### src/rtl/steer_en.sv
// Rider-presence / balance gate for the steering path: decides from the two
// load cells whether a rider is on board and settled long enough to steer.
module steer_en #(
    parameter int          FAST_SIM      = 0,
    parameter logic [11:0] MIN_RIDER_WT  = 12'h200,
    parameter logic [11:0] WT_HYSTERESIS = 12'h040
) (
    input  logic        clk,
    input  logic        rst,
    input  logic [11:0] lft_ld,
    input  logic [11:0] rght_ld,
    output logic        en_steer,
    output logic        rider_off
);

    typedef enum logic [1:0] {
        IDLE     = 2'd0,
        WAIT     = 2'd1,
        STEER_EN = 2'd2
    } state_t;

    localparam logic [12:0] WT_HI = {1'b0, MIN_RIDER_WT} + {1'b0, WT_HYSTERESIS};
    // Clamp the low threshold at zero so an oversized band cannot wrap.
    localparam logic [12:0] WT_LO = (MIN_RIDER_WT > WT_HYSTERESIS) ?
                                    ({1'b0, MIN_RIDER_WT} - {1'b0, WT_HYSTERESIS}) : 13'd0;

    state_t      state_q;
    logic [25:0] tmr_q;
    logic        en_steer_q;
    logic        rider_off_q;

    logic [12:0]        sum;
    logic signed [12:0] diff;
    logic [12:0]        abs_diff;
    logic [12:0]        sum_15_16;
    logic               sum_gt_min;
    logic               sum_lt_min;
    logic               diff_gt_1_4;
    logic               diff_gt_15_16;
    logic               tmr_full;

    assign sum       = {1'b0, lft_ld} + {1'b0, rght_ld};
    assign diff      = $signed({1'b0, lft_ld}) - $signed({1'b0, rght_ld});
    // Magnitude never exceeds 12'hFFF, so the top bit of abs_diff is always 0.
    assign abs_diff  = diff[12] ? 13'(-diff) : 13'(diff);
    assign sum_15_16 = sum - (sum >> 4);

    assign sum_gt_min    = sum > WT_HI;
    assign sum_lt_min    = sum < WT_LO;
    assign diff_gt_1_4   = abs_diff > (sum >> 2);
    assign diff_gt_15_16 = abs_diff > sum_15_16;

    assign tmr_full = (FAST_SIM != 0) ? (&tmr_q[14:0]) : (&tmr_q);

    always_ff @(posedge clk) begin
        if (rst) begin
            state_q     <= IDLE;
            tmr_q       <= '0;
            en_steer_q  <= 1'b0;
            rider_off_q <= 1'b1;
        end else begin
            case (state_q)
                IDLE: begin
                    tmr_q <= '0;
                    if (sum_gt_min) begin
                        state_q     <= WAIT;
                        rider_off_q <= 1'b0;
                    end
                end
                WAIT: begin
                    if (sum_lt_min) begin
                        state_q     <= IDLE;
                        tmr_q       <= '0;
                        rider_off_q <= 1'b1;
                    end else if (diff_gt_1_4) begin
                        tmr_q <= '0;
                    end else if (tmr_full) begin
                        // Leaving on the full count means the timer never wraps.
                        state_q    <= STEER_EN;
                        tmr_q      <= '0;
                        en_steer_q <= 1'b1;
                    end else begin
                        tmr_q <= tmr_q + 26'd1;
                    end
                end
                STEER_EN: begin
                    tmr_q <= '0;
                    if (sum_lt_min) begin
                        state_q     <= IDLE;
                        en_steer_q  <= 1'b0;
                        rider_off_q <= 1'b1;
                    end else if (diff_gt_15_16) begin
                        state_q    <= WAIT;
                        en_steer_q <= 1'b0;
                    end
                end
                default: begin
                    state_q     <= IDLE;
                    tmr_q       <= '0;
                    en_steer_q  <= 1'b0;
                    rider_off_q <= 1'b1;
                end
            endcase
        end
    end

    assign en_steer  = en_steer_q;
    assign rider_off = rider_off_q;

endmodule

### config.mk
export PLATFORM = sky130hd
export DESIGN_NAME = steer_en
export DESIGN_NICKNAME = d
export VERILOG_FILES = /design/src/rtl/steer_en.sv
export SDC_FILE = /design/constraint.sdc
export NUM_CORES = 1
export LEC_CHECK = 0
export ABC_AREA = 1
export CORE_MARGIN = 2
export CORE_UTILIZATION = 50
export CTS_CLUSTER_DIAMETER = 30
export DETAILED_ROUTE_END_ITERATION = 7
export PLACE_DENSITY = 0.82
export SLEW_MARGIN = 20
export SYNTH_ARGS = -nofsm -noshare
export SYNTH_HDL_FRONTEND = slang
export SYNTH_SLANG_ARGS = --single-unit
### constraint.sdc
create_clock -name clk -period 5.7 [get_ports clk]
set_input_delay 1.71 -clock clk [delete_from_list [all_inputs] [get_ports clk]]
set_output_delay 1.71 -clock clk [all_outputs]
set_load 0.02 [all_outputs]
# --- Word level (Yosys, flattened, before mapping) ---
# Cells that the tools add are included.
word_totals:
  reg_bits: 30
  latch_bits: 0
  ramBits: 0
  rom_bits: 0
  input_bits: 26
  out_inout_bits: 2
  memories: 0
op_classes:
  n_addsub: 5
  multipliers: 0
  div: 0
  n_lt_le_gt_ge: 4
  n_eq_ne: 10
  n_shift: 0
  mux: 17
  bitwise_logic: 2
  reduce_logical: 7
op_table:
  columns: ["op", "n"]
  rows:
  - ["$add A26 B1 Y26 const B", 1]
  - ["$reduce_and A26 Y1", 1]
  - ["$add A12 B12 Y13", 1]
  - ["$gt A13 B10 Y1 const B", 1]
  - ["$gt A13 B11 Y1", 1]
  - ["$gt A13 B13 Y1", 1]
  - ["$lt A13 B9 Y1 const B", 1]
  - ["$mux W13", 1]
  - ["$neg A13 Y13", 1]
  - ["$sub A12 B12 Y13", 1]
  - ["$sub A13 B9 Y13", 1]
  - ["$mux W2", 6]
  - ["$ne A3 B3 Y1 const B", 3]
  - ["$ne A2 B2 Y1 const B", 4]
  - ["$mux W1", 7]
  - ["$pmux W2 S3", 1]
  - ["$reduce_and A5 Y1", 1]
  - ["$reduce_or A5 Y1", 1]
  - ["$reduce_and A4 Y1", 1]
  - ["$pmux W1 S3", 1]
  - ["$eq A2 B1 Y1 const B", 1]
  - ["$eq A2 B2 Y1 const B", 1]
  - ["$logic_not A2 Y1", 1]
  - ["$ne A2 B1 Y1 const B", 1]
  - ["4 further kinds", 5]

# --- Longest topological paths before layout ---
depth:
  word_depth: 7
  depth_mapped: 37
  depth_no_buf: 37

# --- Worst setup path before layout ---
# No wires, ideal clock.
synth_path:
  path_kind: "input port to flip-flop"
  start: "in lft_ld[0]"
  end: "reg state_q[0]"
  setup_ns: 0.115
  arrival_time_ns: 5.733
  t_required_ns: 5.585
  setup_slack_ns: -0.148
  cell_stages: 37
  n_path_buf: 0
  cell_sequence: "ha_1 inv_1 fa_1 o21ai_1 nand2_1 nand2_1 nand2_1 nand2_1 nand2_1 nand2_1 nand2_1 nand2_1 inv_1 ha_1 a21oi_1 o21ai_0 a21oi_1 inv_1 a21oi_1 nor2_1 nand2_1 nand2_1 nand4_1 nand3_1 xor2_1 ha_1 nand2_1 nor4_1 o21ai_0 o2111ai_1 o41ai_1 nand2_1 inv_1 nor2_4 nand3_1 nand2_1 nor2_1"
synth_via:
  elab_chain_len: 6
  word_cells_on_any_way: 17
  cone_classes: "4 x add/sub; 4 x order compare; 4 x eq/ne; 4 x mux; 1 x reduce/logical"
synth_rtl:
  columns: ["element", "line_no", "source"]
  rows:
  - ["from (decl)", "10", "input logic [11:0] lft_ld,"]
  - ["$sub A12 B12 Y13", "43", "assign diff = $signed({1'b0, lft_ld}) - $signed({1'b0, rght_ld});"]
  - ["$neg A13 Y13", "45", "assign abs_diff = diff[12] ? 13'(-diff) : 13'(diff);"]
  - ["$mux W13", "45", null]
  - ["$gt A13 B13 Y1 or $gt A13 B11 Y1 (tied branches)", "51, 50", null]
  - ["$ne A3 B3 Y1 (no line)", null, null]
  - ["$reduce_and A4 Y1 (no line)", null, null]
  - ["to (signal assigned)", "57", "state_q <= IDLE;"]
  - ["to (signal assigned)", "66", "state_q <= WAIT;"]
  - ["to (signal assigned)", "72", "state_q <= IDLE;"]
  - ["to (decl)", "27", "state_t state_q;"]
# Several ways; a longest one is shown, not always the timed one.
# A chain may end at the register's enable or synchronous reset.

# --- Final worst setup path ---
layout_path:
  start: "in lft_ld[3]"
  end: "reg state_q[1]"
# The elaborated chain is that of the path after synthesis.

==> flow_metrics.tcl <==
set metrics [dict create \
    worstMarginPinSlew_ps 458.8 \
    min_path_type "reg2reg" \
    overflow 0 \
    cts_root_buf "clkbuf_8" \
    critPathCaptureType "flop" \
    setup_tns_ps -1003 \
    insertion_delay_ps 290 \
    final_cell_mix "buf_4 (147), nand2_1 (129), inv_1 (93)" \
    holdWs_ps 472.7 \
    final_common_cell "buf_4" \
    drt_first_pass_iters 6 \
    ys_ff_latch 30 \
    grt_usage_pct 26.85 \
    drv_cap 0 \
    syn_area_mm2 0.004338 \
    nets 905 \
    dpl.hpwl_um 9637 \
    rsz0062_at_grt "yes" \
    portBuffers 27 \
    synth_top_area_share_pct 17.88 \
    seqCellArea_um2 600.6 \
    ant_nets 0 \
    fin_crit_ps 6046 \
    num_rows 33 \
    cts_hold_buf 0 \
    cts_buffers 5 \
    p_per_area_mw_per_mm2 277.1 \
    relSlewSlack_pct 69.13 \
    avgSynthCellArea_um2 6.767 \
    design.die.area_mm2 0.009437 \
    grt_most_used_layer "met2" \
    ys_types 49 \
    max_stage_delay_ps 310 \
    max_freq_ghz 0.1654 \
    synth_warnings 0 \
    pin_count 28 \
    nFillCells 536 \
    violations "setup timing" \
    hold_viol 0 \
    grt_max_degree 18 \
    arrival_ps 6230 \
    syn2layout_area_growth_pct 42.80 \
    multi_input_area_mm2 0.003537 \
    drt-total-wl_um 14490 \
    diodes 0 \
    total_power_mw 1.717 \
    globalRouteMet3Util_pct 3.597 \
    setup_viol 3 \
    cts_buffer_depth 2 \
    finalClockSkew_ps 3.000 \
    slowest_stage "ha_1" \
    required_ps 5880 \
    grt_pass1_wl_um 21330 \
    cp-start-kind "input pin" \
    vdd_drop_max_mv 0.1009 \
    crit_fanout 4 \
    htreeDepth 2 \
    grtUsageMet1_pct 30.90 \
    clkTransAtPathRegs_ps 70 \
    synthTopCellsByArea "ha_1 (18%), dfxtp_1 (14%), nand2_1 (12%)" \
    die_h_um 97.15 \
    slew_violations 0 \
    leakagePower_nw 2.990 \
    netlist_instances 641 \
    syn_nets 732 \
    drc 0 \
    grt_pass1_vias 4924 \
    vias 5123 \
    gp_congestion 0.9296 \
    min_period_over_period_pct 106.1 \
    fin_ws_ps -345.8 \
    grt_util_met2_pct 50.21 \
    antenna_found_initial 0 \
    vias_per_cell 5.568 \
    yosysSeqAreaShare_pct 13.84 \
    path_class "in2reg" \
    cts_tree "built" \
    fp.coreArea_mm2 0.008299 \
    yosysTopAreaCell "ha_1" \
    drt_iter0_markers 310 \
    status "finished, violations left" \
    die_w_um 97.15 \
    start_util_pct 52.27 \
    drive_gt1_share_pct 35.09 \
    wl_per_cell_um 15.74 \
    numClockSinks 30 \
]
through the flow:
| stage | setup slack, ps | cells | utilization [%] | instance area, um2 |
|---|---|---|---|---|
| floorplan | 23.77 | 641 | - | 4354 |
| global placement | -509.9 | 884 | 67.41 | 5594 |
| detailed placement | -828.2 | 884 | 67.41 | 5594 |
| CTS | 7.477 | 904 | 71.78 | 5957 |
| global route | -594.4 | 920 | 74.64 | 6195 |
| finish | -345.8 | 920 | 74.64 | 6195 |
power breakdown:
group / leakage [nW] / total, mW / switching (mW) / internal, mW
combinational: 2.70 / 1.30 / 0.686 / 0.617
clock: 0.0472 / 0.183 / 0.0859 / 0.0969
sequential: 0.242 / 0.231 / 0.0100 / 0.221
worst paths after layout:
kind / depth (start not counted) / slack [ps] / end / from
max: 32 / -350 / state_q[1] / lft_ld[3]
min: 2 / 470 / rider_off / rider_off
max reg2reg: 18 / 2910 / state_q[1] / tmr_q[0]
min reg2reg: 2 / 470 / rider_off / rider_off
layout make-up:
| cell class | count | share of cell area, % |
|---|---|---|
| Multi-Input combinational cell | 490 | 57.10 |
| Tap cell | 105 | 2.121 |
| Inverter | 110 | 6.706 |
| Clock buffer | 6 | 1.333 |
| Timing Repair Buffer | 177 | 22.84 |
| Sequential cell | 30 | 9.695 |
| Clock inverter | 2 | 0.2020 |
cell usage after synthesis, drive strengths merged:
master / instances
fa: 3
nor3: 21
dfxtp: 30
o21ai: 22
nor2: 55
inv: 110
nand4: 15
o2111ai: 1
nor3b: 2
buf: 11
and3: 2
ha: 62
o31ai: 1
a211oi: 1
o41ai: 1
o211ai: 2
nand3: 50
xor2: 28
a21oi: 42
nand2: 149
xnor2: 11
a21o: 3
nor4: 6
a31oi: 3
a221oi: 1
and2: 3
or2: 2
o21bai: 3
nand3b: 1
timing repair:
item,in CTS,in global routing
buffers inserted,12,16
setup endpoints to repair,3,9
pin swaps,21,37
gates resized for setup,58,39
cells by family after synthesis:
kind of cell	synth area share [%]
AND/OR/NAND/NOR	34.87
buffers and inverters	11.88
AO/OA/AOI/OAI	11.65
adder cells (fa/ha/maj)	19.27
XOR/XNOR	8.480
flip-flops	13.84
metal layers:
metal | part of all wire, % | up-vias
met3 | 6.3 | 94
met2 | 50 | 272
li1 | - | 2421
met1 | 39 | 2336
met4 | 5.7 | 0
met5 | 0 | -
critical path: cells and delay by family:
family	cells	cell delay (ps)
buffers and inverters	8	1070
XOR/XNOR	2	420
AO/OA/AOI/OAI	5	720
AND/OR/NAND/NOR	14	1400
adder cells (fa/ha/maj)	3	900
flip-flops by register name, indices dropped and copies added, names as in the netlist:
signal     cells
tmr_q         26
state_q        2
en_steer       1
rider_off      1
(Power assumes the default switching activity.)
